**src/rtl/mcu_subsys_boot_loader_pkg.sv**
```systemverilog
// Shared types and constants for the MCU subsystem boot loader.
// State encoding is fixed so the values stay compatible with older debug tooling.
package mcu_subsys_pkg;

  typedef enum logic [2:0] {
    HDR0    = 3'd0,
    HDR1    = 3'd1,
    COLLECT = 3'd2,
    WRITE   = 3'd3,
    GAP     = 3'd4,
    DONE    = 3'd5,
    ERROR   = 3'd6
  } boot_state_t;

  localparam logic [3:0] MEM_WSTRB_WORD = 4'hF;
  localparam logic [3:0] MEM_WSTRB_NONE = 4'h0;

endpackage

```
**src/rtl/mcu_subsys_boot_loader.sv**
```systemverilog
// Boot loader: takes a length-prefixed byte stream, packs it into 32-bit words,
// writes them to SRAM over mem_valid/mem_ready and then releases the CPU reset.
module mcu_subsys_boot_loader
  import mcu_subsys_pkg::*;
#(
  parameter logic [31:0] BASE_ADDR      = 32'h0000_0000,
  parameter int unsigned ADDR_SHIFT     = 2,
  parameter int unsigned MAX_WORDS      = 256,
  parameter int unsigned TIMEOUT_CYCLES = 1024
) (
  input  logic        clk,
  input  logic        rst_n,
  input  logic        in_valid,
  output logic        in_ready,
  input  logic [7:0]  in_data,
  output logic        mem_valid,
  input  logic        mem_ready,
  output logic [31:0] mem_addr,
  output logic [31:0] mem_wdata,
  output logic [3:0]  mem_wstrb,
  output logic        done,
  output logic        error,
  output logic        cpu_rst_n,
  output logic [15:0] words_written
);

  boot_state_t state;
  boot_state_t state_next;
  logic [15:0] count;
  logic [15:0] word_idx;
  logic [1:0]  byte_idx;
  logic [31:0] timer;
  logic        byte_fire;
  logic        timer_expired;
  logic [15:0] hdr_count;
  logic [31:0] word_addr;

  assign byte_fire     = in_valid && in_ready;
  assign timer_expired = (timer == 32'(TIMEOUT_CYCLES - 1));
  assign hdr_count     = {in_data, count[7:0]};
  assign word_addr     = BASE_ADDR + ({16'h0000, word_idx} << ADDR_SHIFT);

  always_comb begin
    state_next = state;
    unique case (state)
      HDR0: if (byte_fire) state_next = HDR1;
      HDR1: begin
        if (byte_fire) begin
          if (hdr_count == 16'd0)
            state_next = DONE;
          else if ({16'h0000, hdr_count} > 32'(MAX_WORDS))
            state_next = ERROR;
          else
            state_next = COLLECT;
        end
      end
      COLLECT: if (byte_fire && byte_idx == 2'd3) state_next = WRITE;
      WRITE: begin
        if (mem_ready)
          state_next = GAP;
        else if (timer_expired)
          state_next = ERROR;
      end
      GAP:     state_next = (word_idx == count) ? DONE : COLLECT;
      DONE:    state_next = DONE;
      ERROR:   state_next = ERROR;
      default: state_next = ERROR;
    endcase
  end

  // Handshake and status outputs are registered from the next state so they
  // line up with the state they describe, with no combinational path to ports.
  always_ff @(posedge clk or negedge rst_n) begin
    if (!rst_n) begin
      state         <= HDR0;
      in_ready      <= 1'b0;
      done          <= 1'b0;
      error         <= 1'b0;
      cpu_rst_n     <= 1'b0;
      count         <= 16'd0;
      word_idx      <= 16'd0;
      byte_idx      <= 2'd0;
      timer         <= 32'd0;
      mem_valid     <= 1'b0;
      mem_addr      <= 32'd0;
      mem_wdata     <= 32'd0;
      mem_wstrb     <= MEM_WSTRB_NONE;
      words_written <= 16'd0;
    end else begin
      state     <= state_next;
      in_ready  <= (state_next == HDR0) || (state_next == HDR1) || (state_next == COLLECT);
      done      <= (state_next == DONE);
      error     <= (state_next == ERROR);
      cpu_rst_n <= (state_next == DONE);

      unique case (state)
        HDR0: if (byte_fire) count[7:0] <= in_data;
        HDR1: begin
          if (byte_fire) begin
            count[15:8] <= in_data;
            word_idx    <= 16'd0;
            byte_idx    <= 2'd0;
          end
        end
        COLLECT: begin
          if (byte_fire) begin
            unique case (byte_idx)
              2'd0: mem_wdata[7:0]   <= in_data;
              2'd1: mem_wdata[15:8]  <= in_data;
              2'd2: mem_wdata[23:16] <= in_data;
              2'd3: mem_wdata[31:24] <= in_data;
              default: ;
            endcase
            byte_idx <= byte_idx + 2'd1;
            if (byte_idx == 2'd3) begin
              mem_valid <= 1'b1;
              mem_addr  <= word_addr;
              mem_wstrb <= MEM_WSTRB_WORD;
              timer     <= 32'd0;
            end
          end
        end
        WRITE: begin
          if (mem_ready) begin
            mem_valid     <= 1'b0;
            mem_wstrb     <= MEM_WSTRB_NONE;
            words_written <= words_written + 16'd1;
            word_idx      <= word_idx + 16'd1;
          end else if (timer_expired) begin
            mem_valid <= 1'b0;
            mem_wstrb <= MEM_WSTRB_NONE;
          end else begin
            timer <= timer + 32'd1;
          end
        end
        default: ;
      endcase
    end
  end

endmodule

```
**config.mk**
```make
export PLATFORM = sky130hd
export DESIGN_NAME = mcu_subsys_boot_loader
export DESIGN_NICKNAME = d
export VERILOG_FILES = /design/src/rtl/mcu_subsys_boot_loader_pkg.sv /design/src/rtl/mcu_subsys_boot_loader.sv
export SDC_FILE = /design/constraint.sdc
export NUM_CORES = 1
export LEC_CHECK = 0
export ABC_CLOCK_PERIOD_IN_PS = 2590
export BUFFER_PORTS_ARGS = -buffer_cell sky130_fd_sc_hd__buf_4
export CAP_MARGIN = 20
export CORE_UTILIZATION = 45
export CTS_BUF_LIST = sky130_fd_sc_hd__clkbuf_8
export CTS_CLUSTER_DIAMETER = 60
export DETAILED_ROUTE_END_ITERATION = 12
export PLACE_DENSITY = 0.66
export SYNTH_ARGS = -nofsm -noshare
export SYNTH_HDL_FRONTEND = slang
export SYNTH_SLANG_ARGS = --single-unit
```
**constraint.sdc**
```tcl
create_clock -name clk -period 2.59 [get_ports clk]
set_clock_uncertainty 0.1 [all_clocks]
set_input_delay 0.1295 -clock clk [delete_from_list [all_inputs] [get_ports clk]]
set_output_delay 0.1295 -clock clk [all_outputs]
set_load 0.1 [all_outputs]
```
# After elaboration in Yosys (flattened, before gate mapping)
# Cells that the tools add are included.
totals:
  reg_bits: 141
  latch_bits: 0
  ramBits: 0
  mem_bits_ro: 0
  inputBits: 12
  out_inout_bits: 89
  memories: 0
classes:
  n_addsub: 4
  mul: 0
  n_div: 0
  n_lt_le_gt_ge: 1
  n_eq_ne: 21
  shifts: 0
  mux: 30
  bitwise: 0
  n_reduce_logical: 22
op_table:
  columns: ["op", "count"]
  rows:
  - ["$mux W32", 4]
  - ["$pmux W32 S2", 1]
  - ["$add A16 B1 Y16 const B", 2]
  - ["$add A32 B1 Y32 const B", 1]
  - ["$eq A32 B10 Y1 const B", 1]
  - ["$mux W16", 2]
  - ["$pmux W16 S2", 1]
  - ["$mux W3", 8]
  - ["$pmux W3 S6", 1]
  - ["$reduce_and A3 Y1", 6]
  - ["$eq A16 B16 Y1", 1]
  - ["$gt A16 B9 Y1 const B", 1]
  - ["$logic_not A16 Y1", 1]
  - ["$mux W4", 4]
  - ["$eq A3 B3 Y1 const B", 4]
  - ["$ne A2 B2 Y1 const B", 6]
  - ["$eq A3 B2 Y1 const B", 3]
  - ["$pmux W4 S2", 1]
  - ["$eq A3 B1 Y1 const B", 2]
  - ["$logic_not A3 Y1", 2]
  - ["$reduce_and A2 Y1", 3]
  - ["$reduce_bool A2 Y1", 3]
  - ["$reduce_and A5 Y1", 1]
  - ["$eq A2 B2 Y1 const B", 2]
  - ["other kinds (11)", 17]

# Logic depth before layout (Yosys ltp)
logic_depth:
  depth_word: 8
  mapped_depth: 8

# Worst setup path after synthesis
# No wires, ideal clock.
synth_timing:
  kind: "register to register"
  startpoint: "register in_ready"
  endpoint: "register timer[17]"
  setup_time_ps: 78
  arrival_time_ps: 2562
  path_slack_ps: -150
  path_stages_with_launch: 6
  path_buffers: 0
  path_cell_list: "dfrtp_1 nand2_1 nor4_4 a21oi_4 or4_2 a21oi_1"
synth_via:
  elab_chain_len: 3
synth_lines:
  columns: ["element", "line_no", "source"]
  rows:
  - ["from (decl)", "mcu_subsys_boot_loader.sv:14", "output logic in_ready,"]
  - ["from (signal assigned)", "mcu_subsys_boot_loader.sv:91", "in_ready <= (state_next == HDR0) || (state_next == HDR1) || (state_next == COLLECT);"]
  - ["$logic_and A1 B1 Y1", "mcu_subsys_boot_loader.sv:38", "assign byte_fire = in_valid && in_ready;"]
  - ["$ne A2 B2 Y1 (no source line)", null, null]
  - ["$reduce_and A5 Y1 (no source line)", null, null]
  - ["to (signal assigned)", "mcu_subsys_boot_loader.sv:133", "timer <= timer + 32'd1;"]
  - ["to (decl)", "mcu_subsys_boot_loader.sv:32", "logic [31:0] timer;"]
# Every way passes these cells.
# A chain may end at the register's enable or synchronous reset.

# Worst setup path in the final report
layout_timing:
  startpoint: "register timer[16]"
  endpoint: "register timer[23]"
layout_via:
  elab_chain_len: 4
  elab_cells_between_ends: 7
  classes_between: "1 x add/sub; 2 x eq/ne; 3 x mux; 1 x reduce/logical"
layout_lines:
  columns: ["element", "line_no", "source"]
  rows:
  - ["$add A32 B1 Y32", "mcu_subsys_boot_loader.sv:133", null]
  - ["$mux W32", "mcu_subsys_boot_loader.sv:129", "end else if (timer_expired) begin"]
  - ["$mux W32", "mcu_subsys_boot_loader.sv:124", "if (mem_ready) begin"]
  - ["$pmux W32 S2", "mcu_subsys_boot_loader.sv:96", "unique case (state)"]
# Several ways; a longest one is shown, not always the timed one. The select of a mux whose other input is x is not followed.

==> summary.txt <==
status -> finished clean
RSZ-0062 raised after global routing -> false
vias post-DR -> 4919
Hold Crit Class -> in2async
WP buf/inv -> 0
ANT cells -> 0
die area -> 15100 um^2
Resize count post-CTS -> 0
async set or reset register ratio after synthesis -> 100%
Yosys top cell area share -> 52.0%
TritonRoute pass-1 iters -> 4
syn avg cell area -> 10.4 um^2
pin count of the biggest net entering global routing -> 69
Setup crit start kind -> flip-flop
worst path required time -> 2.88 ns
fmax -> 0.412 GHz
initial antenna violation count -> 0
Final Setup Violations -> 0
clk_lat worst skew -> 0.45 ns
Synth area leaders -> dfrtp_1 (52%), mux2_2 (7.2%), nand2_1 (6.7%), xnor2_1 (5.7%), buf_4 (2.7%)
Slew Viols, Final -> 0
Residual DRC -> 0
clock slew at reported path FFs -> 0.08 ns
worst path cell trace -> or4_4 > nor3_4 > and4_1 > o21ai_2 > a31oi_1 > o21a_1
Seq/Total Area, Yosys -> 52.0%
CP max stage delay -> 0.56 ns
via/cell ratio -> 5.34
Detail Route Antenna Nets -> 0
ratio of cells with drive above 1 in the final layout -> 25.8%
Yosys top cell by area -> dfrtp_1
Worst Path Arrival -> 2.72 ns
CTS sink count -> 137
Netlist cell types -> 54
final wirelength -> 14600 um
1st-iter DRT viols -> 343
Worst R2R Start -> timer[16]$_DFFE_PN0P_
CTS HTree Levels -> 4
setup TNS -> 0 ns
Layout area overhead -> 19.0%
CTS buffer count -> 17
initial core utilization -> 46.8%
DP Wirelength -> 9970 um
largest fanout on the critical path -> 10
Post-synth EDFFs -> 0
vias in the first global route -> 4850
Crit-path slowest cell -> or4_4
critical path type -> reg2reg
GRT Residual Overflow -> 0
Post-synth top flop -> dfrtp_1
Area after DPL -> 7340 um^2
core region area -> 14100 um^2
Syn Inst Count -> 634
CTS tree -> yes
Setup crit end kind -> flip-flop
Rel. slew slack -> 57.4%
Worst R2R Setup Slack -> 0.16 ns
Overall Global Routing Usage -> 21.1%
Static Leakage -> 3.86 nW
Tmin final -> 2.43 ns
Synth Warn # -> 0
Cell Area, Synth -> 6600 um^2
r2r worst-path depth -> 6
clock root cell -> clkbuf_8
total power -> 4.10 mW
Max Root-Sink Buffers -> 2
R2R Path End -> timer[23]$_DFFE_PN0P_
Rows -> 43
P per Cell Area -> 522 nW/um^2
Die H -> 123 um
worst slack, placed -> 0.232 ns
Final Net Count -> 747
FF+latch count, synth -> 137
final core occ -> 55.7%
final instance area -> 7850 um^2
worst-margin pin slew -> 0.639 ns
die width -> 123 um
Final period util -> 93.8%
I/O Buffers -> 84
Ports -> 101
delay-heaviest family, CP -> simple AND/OR/NAND/NOR gates
gpl congestion -> 0.815
endpoints failing hold -> 0
# Max-Cap Violations -> 0
wire per inst -> 15.8 um
final setup margin -> 0.160 ns
first-pass GRT wire length -> 24500 um
peak supply drop -> 0.343 mV
per-layer routing:
metal | vias up | GRT usage (%) | share of wire, %
li1 | 2340 | - | -
met1 | 2437 | 27.2 | 45
met2 | 120 | 34.4 | 49
met3 | 22 | 4.94 | 4.2
met4 | 0 | 8.36 | 1.8
met5 | - | 0 | 0
worst max-delay path by stage:
stage                     slack, ns  cells after the start                  start                    end
final                          0.16                      6  timer[16]$_DFFE_PN0P_  timer[23]$_DFFE_PN0P_
after floorplan                0.20                      5     in_ready$_DFF_PN0_  timer[17]$_DFFE_PN0P_
after detailed placement       0.23                      6  timer[16]$_DFFE_PN0P_  timer[23]$_DFFE_PN0P_
after CTS                      0.19                      6  timer[16]$_DFFE_PN0P_  timer[23]$_DFFE_PN0P_
after global routing           0.03                      6  timer[16]$_DFFE_PN0P_  timer[13]$_DFFE_PN0P_
after global placement         0.30                      6  timer[16]$_DFFE_PN0P_  timer[11]$_DFFE_PN0P_
flip-flops by register name, summed over array words and instances, names as in the netlist:
signal and cells:
in_ready 1, error 1, cpu_rst_n 1, byte_idx 2, words_written 16, timer 32, word_idx 16, mem_addr 16
count 16, mem_wstrb 1, mem_wdata 32, state 3
cell usage in the layout (no fill, tap or decap), drive strengths merged, types with 3 or more instances in the layout:
master	n
nand4	19
nor3	12
nand3	26
xor2	11
dfrtp	137
clkinv	6
clkbuf	17
nor4	20
a21oi	11
mux2	42
xnor2	43
ha	7
or3	5
nor2	42
buf	95
o31ai	8
dlygate4sd3	10
or4	8
inv	13
nand2b	7
clkinvlp	3
and4	5
nand2	118
conb	16
o21ai	23
and2	4
and3	11
mux2i	5
cells by family after synthesis:
| kind of cell | synth area share, % |
|---|---|
| DFF | 52.0 |
| AOI/OAI and AO/OA | 4.97 |
| and+or+nand+nor | 21.9 |
| adders and majority gates | 1.33 |
| xor gates and xnor gates | 7.17 |
| buffers and inverters | 4.63 |
| other | 0.0569 |
| muxes | 7.93 |
through the flow:
| stage | hold WS (ns) | instances |
|---|---|---|
| finish | 0.149 | 921 |
| global route | 0.192 | 921 |
| CTS | 0.154 | 921 |
| detailed placement | 0.0752 | 879 |
| global placement | 0.0737 | 879 |
| floorplan | -0.266 | 649 |
synth_stat cells (2+ instances only):
| cell | number |
|---|---|
| o21ai_0 | 22 |
| mux2i_1 | 5 |
| o31ai_1 | 8 |
| and4_1 | 3 |
| ha_1 | 7 |
| and2_1 | 4 |
| nand2_1 | 118 |
| nor4_1 | 16 |
| buf_4 | 24 |
| inv_1 | 9 |
| a31oi_1 | 2 |
| nor3_1 | 10 |
| xor2_1 | 11 |
| nand3_1 | 25 |
| xnor2_1 | 43 |
| and4_2 | 2 |
| nand2b_1 | 7 |
| nand4_1 | 17 |
| nor2_1 | 42 |
| buf_2 | 4 |
| or4_2 | 3 |
| nor4_2 | 3 |
| and3_1 | 11 |
| or4_1 | 4 |
| dfrtp_1 | 137 |
| or3_1 | 5 |
| a21oi_1 | 10 |
| mux2_2 | 42 |
| clkbuf_1 | 15 |
area by class of cell:
| cell class | count | area, um^2 |
|---|---|---|
| fill | 1230 | 6250 |
| sequential | 137 | 3430 |
| multi-input combinational | 458 | 2920 |
| timing repair buffer | 105 | 830 |
| clock buffer | 17 | 234 |
| tap | 180 | 225 |
| clock inverter | 15 | 170 |
| inverter | 9 | 33.8 |
power by group:
part / internal [mW] / total [mW] / switching, mW / leakage [nW]
clock: 0.873 / 1.77 / 0.896 / 0.194
combinational: 0.0274 / 0.191 / 0.163 / 1.78
sequential: 2.14 / 2.14 / 0 / 1.88
what timing repair did:
action,CTS,global route
hold buffers,10,0
endpoints found under the setup margin,0,0
buffers inserted,0,0
hold endpoints to repair,117,0
Note: power is estimated with default switching activity, not from simulation.
